<file path="src/rtl/uart_pkg.sv">
// Shared types and constants for the UART receive path.
// UART_RX_PARITY_EN selects the 11-bit (even parity) frame.
package uart_pkg;

  typedef enum logic [2:0] {
    RX_IDLE        = 3'd0,
    RX_START_CHECK = 3'd1,
    RX_DATA_BITS   = 3'd2,
    RX_PARITY_BIT  = 3'd3,
    RX_STOP_BIT    = 3'd4,
    RX_BREAK_WAIT  = 3'd5
  } rx_state_e;

  localparam logic [3:0] DATA_BITS = 4'd8;

`ifdef UART_RX_PARITY_EN
  localparam logic [3:0] FRAME_BITS = 4'd11;
`else
  localparam logic [3:0] FRAME_BITS = 4'd10;
`endif

endpackage

</file>
<file path="src/rtl/uart_rx_sync.sv">
// Two-flop synchronizer for the RX pin plus falling-edge detect on the
// synchronized line. All flops reset to the idle-high level.
module uart_rx_sync
  import uart_pkg::*;
(
  input  logic uart_clock,
  input  logic uart_reset,
  input  logic rx_in,
  output logic rx_sync,
  output logic rx_fall
);

  logic sync1_q, sync1_d;
  logic sync2_q, sync2_d;
  logic prev_q,  prev_d;

  // Next-state for the synchronizer chain and edge history.
  always_comb begin
    sync1_d = rx_in;
    sync2_d = sync1_q;
    prev_d  = sync2_q;
  end

  // Synchronizer and history flops.
  always_ff @(posedge uart_clock or negedge uart_reset) begin
    if (!uart_reset) begin
      sync1_q <= 1'b1;
      sync2_q <= 1'b1;
      prev_q  <= 1'b1;
    end else begin
      sync1_q <= sync1_d;
      sync2_q <= sync2_d;
      prev_q  <= prev_d;
    end
  end

  assign rx_sync = sync2_q;
  assign rx_fall = prev_q & ~sync2_q;

endmodule

</file>
<file path="src/rtl/uart_rx.sv">
// UART receiver: 8 data bits LSB first, one stop bit, mid-bit sampling.
// Define UART_RX_PARITY_EN to add an even parity bit after the data bits.
module uart_rx
  import uart_pkg::*;
#(
  parameter logic [23:0] baud_rate  = 24'd4000000,
  parameter logic [27:0] clock_freq = 28'd50000000
) (
  input  logic       uart_clock,
  input  logic       uart_reset,
  input  logic       uart_rx_in,
  output logic [7:0] uart_d_out,
  output logic       uart_rx_valid,
  output logic       uart_frame_err,
  output logic       uart_parity_err,
  output logic       uart_rx_busy
);

  localparam logic [23:0] BIT_CYCLES  = 24'(clock_freq / 28'(baud_rate) + 28'd1);
  localparam logic [23:0] HALF_CYCLES = BIT_CYCLES / 24'd2;

  logic rx_s;
  logic rx_fall_s;

  rx_state_e   state_q,     state_d;
  logic [23:0] clk_count_q, clk_count_d;
  logic [3:0]  bit_count_q, bit_count_d;
  logic [7:0]  shift_q,     shift_d;
  logic [7:0]  d_out_q,     d_out_d;
  logic        valid_q,     valid_d;
  logic        frame_err_q, frame_err_d;
  logic        busy_q,      busy_d;
`ifdef UART_RX_PARITY_EN
  logic        parity_bad_q, parity_bad_d;
  logic        parity_err_q, parity_err_d;
`endif

  uart_rx_sync u_sync (
    .uart_clock (uart_clock),
    .uart_reset (uart_reset),
    .rx_in      (uart_rx_in),
    .rx_sync    (rx_s),
    .rx_fall    (rx_fall_s)
  );

  // Receive state machine: next state, counters and output strobes.
  always_comb begin
    state_d     = state_q;
    clk_count_d = clk_count_q;
    bit_count_d = bit_count_q;
    shift_d     = shift_q;
    d_out_d     = d_out_q;
    valid_d     = 1'b0;
    frame_err_d = 1'b0;
`ifdef UART_RX_PARITY_EN
    parity_bad_d = parity_bad_q;
    parity_err_d = 1'b0;
`endif
    case (state_q)
      RX_IDLE: begin
        if (rx_fall_s) begin
          clk_count_d = 24'd0;
          state_d     = RX_START_CHECK;
        end else begin
          clk_count_d = clk_count_q;
        end
      end
      RX_START_CHECK: begin
        if (clk_count_q == HALF_CYCLES - 24'd1) begin
          clk_count_d = 24'd0;
          state_d     = rx_s ? RX_IDLE : RX_DATA_BITS;
        end else begin
          clk_count_d = clk_count_q + 24'd1;
        end
      end
      RX_DATA_BITS: begin
        if (clk_count_q == BIT_CYCLES - 24'd1) begin
          clk_count_d = 24'd0;
          shift_d     = {rx_s, shift_q[7:1]};
          bit_count_d = bit_count_q + 4'd1;
          if (bit_count_q == DATA_BITS - 4'd1) begin
`ifdef UART_RX_PARITY_EN
            state_d = RX_PARITY_BIT;
`else
            state_d = RX_STOP_BIT;
`endif
          end else begin
            state_d = RX_DATA_BITS;
          end
        end else begin
          clk_count_d = clk_count_q + 24'd1;
        end
      end
`ifdef UART_RX_PARITY_EN
      RX_PARITY_BIT: begin
        if (clk_count_q == BIT_CYCLES - 24'd1) begin
          clk_count_d  = 24'd0;
          parity_bad_d = ^{shift_q, rx_s};
          state_d      = RX_STOP_BIT;
        end else begin
          clk_count_d = clk_count_q + 24'd1;
        end
      end
`endif
      RX_STOP_BIT: begin
        if (clk_count_q == BIT_CYCLES - 24'd1) begin
          clk_count_d = 24'd0;
          if (rx_s) begin
            state_d = RX_IDLE;
`ifdef UART_RX_PARITY_EN
            if (parity_bad_q) begin
              parity_err_d = 1'b1;
            end else begin
              valid_d = 1'b1;
              d_out_d = shift_q;
            end
`else
            valid_d = 1'b1;
            d_out_d = shift_q;
`endif
          end else begin
            // A low stop bit may be a break; wait for the line to recover.
            frame_err_d = 1'b1;
            state_d     = RX_BREAK_WAIT;
          end
        end else begin
          clk_count_d = clk_count_q + 24'd1;
        end
      end
      RX_BREAK_WAIT: begin
        if (rx_s) begin
          state_d = RX_IDLE;
        end else begin
          state_d = RX_BREAK_WAIT;
        end
      end
      default: begin
        state_d     = RX_IDLE;
        clk_count_d = 24'd0;
      end
    endcase
    bit_count_d = (state_d == RX_IDLE) ? 4'd0 : bit_count_d;
    busy_d      = (state_d != RX_IDLE);
  end

  // State, datapath and registered output flops.
  always_ff @(posedge uart_clock or negedge uart_reset) begin
    if (!uart_reset) begin
      state_q     <= RX_IDLE;
      clk_count_q <= 24'd0;
      bit_count_q <= 4'd0;
      shift_q     <= 8'h00;
      d_out_q     <= 8'h00;
      valid_q     <= 1'b0;
      frame_err_q <= 1'b0;
      busy_q      <= 1'b0;
`ifdef UART_RX_PARITY_EN
      parity_bad_q <= 1'b0;
      parity_err_q <= 1'b0;
`endif
    end else begin
      state_q     <= state_d;
      clk_count_q <= clk_count_d;
      bit_count_q <= bit_count_d;
      shift_q     <= shift_d;
      d_out_q     <= d_out_d;
      valid_q     <= valid_d;
      frame_err_q <= frame_err_d;
      busy_q      <= busy_d;
`ifdef UART_RX_PARITY_EN
      parity_bad_q <= parity_bad_d;
      parity_err_q <= parity_err_d;
`endif
    end
  end

  assign uart_d_out     = d_out_q;
  assign uart_rx_valid  = valid_q;
  assign uart_frame_err = frame_err_q;
  assign uart_rx_busy   = busy_q;
`ifdef UART_RX_PARITY_EN
  assign uart_parity_err = parity_err_q;
`else
  assign uart_parity_err = 1'b0;
`endif

endmodule
</file>
<file path="config.mk">
export PLATFORM = sky130hd
export DESIGN_NAME = uart_rx
export DESIGN_NICKNAME = d
export VERILOG_FILES = /design/src/rtl/uart_pkg.sv /design/src/rtl/uart_rx_sync.sv /design/src/rtl/uart_rx.sv
export SDC_FILE = /design/constraint.sdc
export NUM_CORES = 1
export LEC_CHECK = 0
export ABC_AREA = 0
export ABC_CLOCK_PERIOD_IN_PS = 2690
export CORE_MARGIN = 3
export CORE_UTILIZATION = 30
export DETAILED_ROUTE_END_ITERATION = 10
export PLACE_DENSITY_LB_ADDON = 0.1
export SKIP_LAST_GASP = 1
export SYNTH_ARGS = -nofsm -noshare
export SYNTH_HDL_FRONTEND = slang
export SYNTH_SLANG_ARGS = --single-unit
</file>
<file path="constraint.sdc">
create_clock -name uart_clock -period 2.69 [get_ports uart_clock]
set_clock_uncertainty 0.15 [all_clocks]
set_input_delay 0.807 -clock uart_clock [delete_from_list [all_inputs] [get_ports uart_clock]]
set_output_delay 0.807 -clock uart_clock [all_outputs]
set_load 0.005 [all_outputs]
</file>
==> key figures <==
Run status
  – Status: finished clean

Logic synthesis
  – Synth Flop Type: dfrtp_1
  – Syn Nets: 271
  – EDFF count, synth: 0
  – Synth area leaders: dfrtp_1 46%, mux2_2 5.9%, xor2_1 3.9%, o21ai_0 3.7%, dfstp_2 2.9%
  – Library cells used by synthesis: 44
  – Post-Synthesis Cells: 264
  – Sequential-to-total area share from yosys stat: 0.494
  – Synth Register Bits: 53
  – Synth Cell Area: 0.00269 sq mm
  – Share of the synthesized area in the top cell type: 0.465
  – Avg Synthesized Cell Area: 10.2 sq um
  – Synth Warn #: 0
  – Synth area leader: dfrtp_1
  – FFs w/ async S/R, synth: 1.00

Detailed routing
  – Initial DRC count: 59
  – DRC: 0
  – Number of routed nets with antenna violations: 0
  – Avg WL per Cell: 15.9 um
  – First drt pass iteration count: 4
  – Vias per cell: 5.28
  – Final wirelength: 6640 um
  – Via count: 2206

Placement
  – Port Buffers: 13
  – Area after DPL: between 0.003 and 0.004 sq mm
  – Final Wtd Congestion: 0.808
  – Detailed placer's ending HPWL: 4800 um

Clock tree
  – CTS tree: done
  – Root buf cell: clkbuf_8
  – Clock transition at the registers of the reported paths: roughly 0.11 ns
  – H-tree levels: 2
  – Clk sinks: 53
  – Longest Clk Path Bufs: 2
  – Worst skew pair latency: 0.31 ns
  – # Post-CTS Setup Buffers: 0
  – Num CTS Buffers: 5

STA
  – Post-route minimum period: 2.67 ns
  – Fmax: 375 MHz
  – Final hold violations: 0
  – Final setup viols: 0
  – Max-slew violations: 0
  – Tcrit/Tclk final: 0.992
  – Worst Tran Pin Value: 0.587 ns
  – Unrepaired setup endpoints after global routing: true
  – Slew headroom: 0.609

Worst hold path
  – Hold path depth: 0
  – Hold Path Class: reg -> reg
  – HP Start: u_sync.sync1_q

Worst setup path
  – Worst r2r src: clk_count_q[8]
  – Crit-path max FO: 9
  – Worst Setup SP: clk_count_q[8]
  – R2R cell count: 6
  – Crit Path Category: reg -> reg
  – Critical Path Max Stage Delay: around 0.55 ns
  – WP data arrival: between 2 and 3 ns
  – Worst path most repeated cell: or3_4
  – CP Launch Type: register
  – Worst path slowest cell: or4_4
  – WP depth: 6
  – Crit path max-delay family: simple AND/OR/NAND/NOR gates
  – Crit end category: register
  – Buf+Inv Stages, Crit Path: 1
  – Critical path required time: 2.74 ns
  – Worst-path cell chain: or4_4 -> or3_4 -> or3_4 -> nor3_4 -> buf_12 -> mux2_2

Cells and area
  – Layout Nets: 319
  – Commonest cells after routing, fill and taps aside: 50 x dfrtp_1, 37 x buf_4, 20 x nor2_1, 20 x o21ai_0, 15 x nand2_1
  – # diodes: 0
  – Core Util, Final: 0.395
  – Fraction of layout cells with a size suffix above 1: 0.246
  – Most common cell after layout, fill and taps aside: dfrtp_1
  – Final instance area: 0.00334 sq mm
  – P&R area growth vs syn: 24.3%

Power
  – Lkg Pwr: 0.00149 uW
  – Pwr dens: 595 mW/mm^2
  – Peak VDD IR: 297 uV

GRT
  – Initial antenna violation count: 0
  – Grt ovf: 0
  – GRT Resource Usage Total: 0.143
  – Global-route wire length before repair: about 12000 um
  – Vias in the first global route: 2272
  – Largest net degree at the start of global routing: 25

Job
  – Max-cap violations: 0

Die
  – Die height: 101 um
  – Starting density of the core: 0.318
  – Die W: 101 um
  – Die area: roughly 0.010 sq mm
  – IO Count: 15
  – # rows: 33
  – Core ar.: 0.00846 sq mm
==> repair_timing <==
item                       in CTS  in global routing
resized for setup               2                  3
hold buffers                    0                  0
pin swaps                       0                  2
setup endpoints to repair       3                 30
==> worst register-to-register path: cells and delay by family (launching register included) <==
kind          cells  cell delay (ns)
flops             1             0.40
buf+inv           1             0.15
simple gates      4             1.52
mux               1             0.33
==> per-layer routing <==
layer | up-vias | GRT usage | routed length, um
met1 | 1094 | 0.217 | 3510
met2 | 26 | 0.215 | 2950
met5 | - | 0 | 0
li1 | 1079 | - | -
met3 | 7 | 0.0228 | 130
met4 | 0 | 0.0280 | 52
==> metrics by stage <==
step	instances	setup TNS, ns	worst slack [ns]	total power (uW)	hold WS [ns]
floorplan	264	0	0.00448	1200	0.195
global placement	410	0	0.0228	1520	0.200
detailed placement	410	-0.0275	-0.0275	1510	0.200
CTS	418	0	0.0139	2010	0.216
global route	418	-0.235	-0.0374	2120	0.222
finish	418	0	0.0225	1990	0.214
==> registers in the layout, summed over array words and instances (netlist names) <==
name,cells
u_sync.rx_sync,1
u_sync.prev_q,1
state_q,3
uart_rx_valid,1
clk_count_q,24
bit_count_q,4
uart_rx_busy,1
uart_frame_err,1
u_sync.sync1_q,1
shift_q,8
uart_d_out,8
==> layout make-up <==
class / count / area [sq um]
tap: 105 / 131
clock buffer: 5 / 68.8
multi-input combinational: 191 / 1310
timing repair buffer: 52 / 443
inverter: 9 / 33.8
sequential: 53 / 1330
fill: 822 / 5120
clock inverter: 3 / 26.3
==> Yosys cell counts (6+ instances only) <==
cell	count
clkbuf_1	9
dfrtp_1	50
inv_1	9
mux2_2	14
nand2_1	15
nand3_1	10
nand4_1	7
nor2_1	20
nor3_1	12
nor4_1	8
o211ai_1	7
o21ai_0	20
or3_1	6
xor2_1	12
==> report_power, final <==
| part | leakage, uW | total, uW | internal, uW | switching [uW] |
|---|---|---|---|---|
| clock network | 0.0000487 | 486 | 191 | 295 |
| logic | 0.000723 | 610 | 244 | 366 |
| registers | 0.000720 | 893 | 844 | 49.3 |
| total | 0.00149 | 1990 | 1280 | 711 |
==> kinds of logic (layout without fill, tap and decap cells) <==
| kind of cell | count (synthesis) | in the layout | synth area share |
|---|---|---|---|
| simple gates | 101 | 101 | 0.208 |
| compound gates | 56 | 56 | 0.139 |
| flops | 53 | 53 | 0.494 |
| buf+inv | 20 | 69 | 0.0298 |
| mux | 16 | 16 | 0.0669 |
| xor+xnor | 13 | 13 | 0.0423 |
| fa+ha+maj | 4 | 4 | 0.0186 |
| other cells | 1 | 1 | 0.00139 |
==> final timing paths <==
kind | endpoint | slack, ns
max in group asynchronous | u_sync.sync1_q | 1.37
setup reg to reg | uart_d_out[2] | 0.02
hold reg to reg | u_sync.rx_sync | 0.21
hold / removal | u_sync.rx_sync | 0.21
min in group asynchronous | clk_count_q[22] | 0.33
setup / recovery | uart_d_out[2] | 0.02
Note: power is estimated with default switching activity, not from simulation.
==> variant, RTL diff (same settings) <==
Make the reset (`uart_reset`) synchronous in 2 clocked blocks.
--- a/src/rtl/uart_rx_sync.sv
+++ b/src/rtl/uart_rx_sync.sv
@@ -24,3 +24,3 @@
   // Synchronizer and history flops.
-  always_ff @(posedge uart_clock or negedge uart_reset) begin
+  always_ff @(posedge uart_clock) begin
     if (!uart_reset) begin
--- a/src/rtl/uart_rx.sv
+++ b/src/rtl/uart_rx.sv
@@ -146,3 +146,3 @@
   // State, datapath and registered output flops.
-  always_ff @(posedge uart_clock or negedge uart_reset) begin
+  always_ff @(posedge uart_clock) begin
     if (!uart_reset) begin
Behaviour: differs if uart_reset is asserted again (counterexample within 4 cycles, from zero or initial values and one cycle with uart_reset low); with uart_reset held inactive, the same outputs for 10 cycles.
==> variant against the unedited design <==
  * Routed wire length fell by 26%
  * Synthesized cell count rose by 1.1%
  * Setup slack improved by 0.25 ns
  * Sequential cell count did not move
  * Design area fell by 16%
  * Core utilization fell by 3.5 points
  * Global-route usage fell by 1.9 points
  * Critical path depth rose by 2
  * Synthesized area fell by 10%
  * Fmax rose by 10%
  * Critical endpoint is now bit_count_q[1]
  * Largest cell class is now multi-input gates
  * Highest routed layer unchanged
Power is not compared: it rests on default switching activity, and its combinational part moved more than twofold at a synthesized area within 25%.
==> variant: results (changes against the unedited design) <==
stage,metric,value,unit,change
timing,setup_ws,0.272,ns,was 0.0225 ns
grt,grt_pass1_wl,8840,um,was 11500 um
run_status,outcome,"finished, final reports clean",,unchanged
synthesis,ys_types,46,,was 44
final_layout,finalNonFillerCells,387,,was 418
synthesis,synth_area_per_cell,9.03,um2,was 10.2 um2
grt,groute.usage.overall,12.4,%,was 14.3%
place,dpl_worst_slack,0.232,ns,was -0.0275 ns
synthesis,async_reset_ff_share,0,%,was 100%
grt,first_global_vias,1730,,was 2272
place,dp_hpwl,3490,um,was 4800 um
route,post_drt_wl_per_cell,12.8,um,was 15.9 um
grt,grt_max_degree,24,,was 25
place,detailed_place.area,0.00269,mm2,was 0.00323 mm2
grt,met2_usage,19.3,%,was 21.5%
timing,hold_slack,0.265,ns,was 0.214 ns
synthesis,synth_nets,274,,was 271
synthesis,yosysSeqAreaShare,44.0,%,was 49.4%
final_layout,fillers,828,,was 822
place,placed_cells,379,,was 410
critical_path,path_max_fanout,6,,was 9
synthesis,synth_commonest_cells,"53 x dfxtp_1, 37 x nand2_1, 34 x nor2_1, 14 x xor2_1, 12 x xnor2_1",,"was 50 x dfrtp_1, 20 x nor2_1, 20 x o21ai_0, 15 x nand2_1, 14 x mux2_2"
critical_path,arrival,2.47,ns,was 2.72 ns
route,drtIter0Drc,48,,was 59
timing,max-slew-margin-rel,63.9,%,was 60.9%
final_layout,layout-drive-gt1-share,8.77,%,was 24.6%
grt,met1_usage,17.0,%,was 21.7%
critical_path,crit_slowest_cell,or3_1,,was or4_4
grt,grtUsageMet3,3.00,%,was 2.28%
power_and_ir_drop,power.switching,319,uW,
place,globalplace.congestion,0.742,,was 0.808
route,viasPerCell,4.60,,was 5.28
critical_path,slowest_delay,0.43,ns,was 0.55 ns
[variant: cell count changes after synthesis, sizes merged, moves of 10 or more]
| cell | before | now |
|---|---|---|
| mux2 | 16 | 0 |
| nand2 | 15 | 37 |
| xnor2 | 1 | 12 |
| dfrtp | 50 | 0 |
| o21ai | 20 | 3 |
| dfxtp | 0 | 53 |
| nor2 | 20 | 34 |
| nor2b | 1 | 11 |
[variant: what timing repair did]
item	4_1_cts	5_1_grt
setup buffers	0	0
resized for setup	0	2
setup endpoints to repair	0	5
[variant: final timing paths]
path,from,end,depth (start not counted)
min,u_sync.sync1_q,u_sync.rx_sync,1
max,clk_count_q[0],bit_count_q[1],8
min reg2reg,u_sync.sync1_q,u_sync.rx_sync,1
max reg2reg,clk_count_q[0],bit_count_q[1],8
[variant: cells by family (layout without fill, tap and decap cells)]
logic type               Yosys count  after routing  synth area share (%)
AO/OA/AOI/OAI                     23             23                  8.20
XOR/XNOR                          26             26                  9.44
adder cells (fa/ha/maj)            4              4                  2.07
buffers and inverters             13             31                  2.33
flip-flops                        53             53                  44.0
multiplexers                       9              9                  3.73
other                              1              1                 0.155
AND/OR/NAND/NOR                  138            138                  30.1
[variant: per-layer routing]
layer  up-vias  wire length (um)
met1       808              2540
li1        946                 -
met3         6               129
met4         0                59
met2        20              2210
met5         -                 0
[variant: worst max-delay path, delay by kind of cell (launching register included)]
family	cells	cell delay, ns
simple gates	3	0.73
flops	1	0.37
fa+ha+maj	1	0.15
compound gates	3	0.81
buf+inv	1	0.11
[variant: cell type report]
cell class	instances	area, um2	area share (%)
Multi-Input combinational cell	201	1320	47.0
Timing Repair Buffer	18	180	6.44
Clock buffer	5	68.8	2.46
Sequential cell	53	1060	37.9
Inverter	5	18.8	0.671
Clock inverter	3	25.0	0.894
Tap cell	102	128	4.56
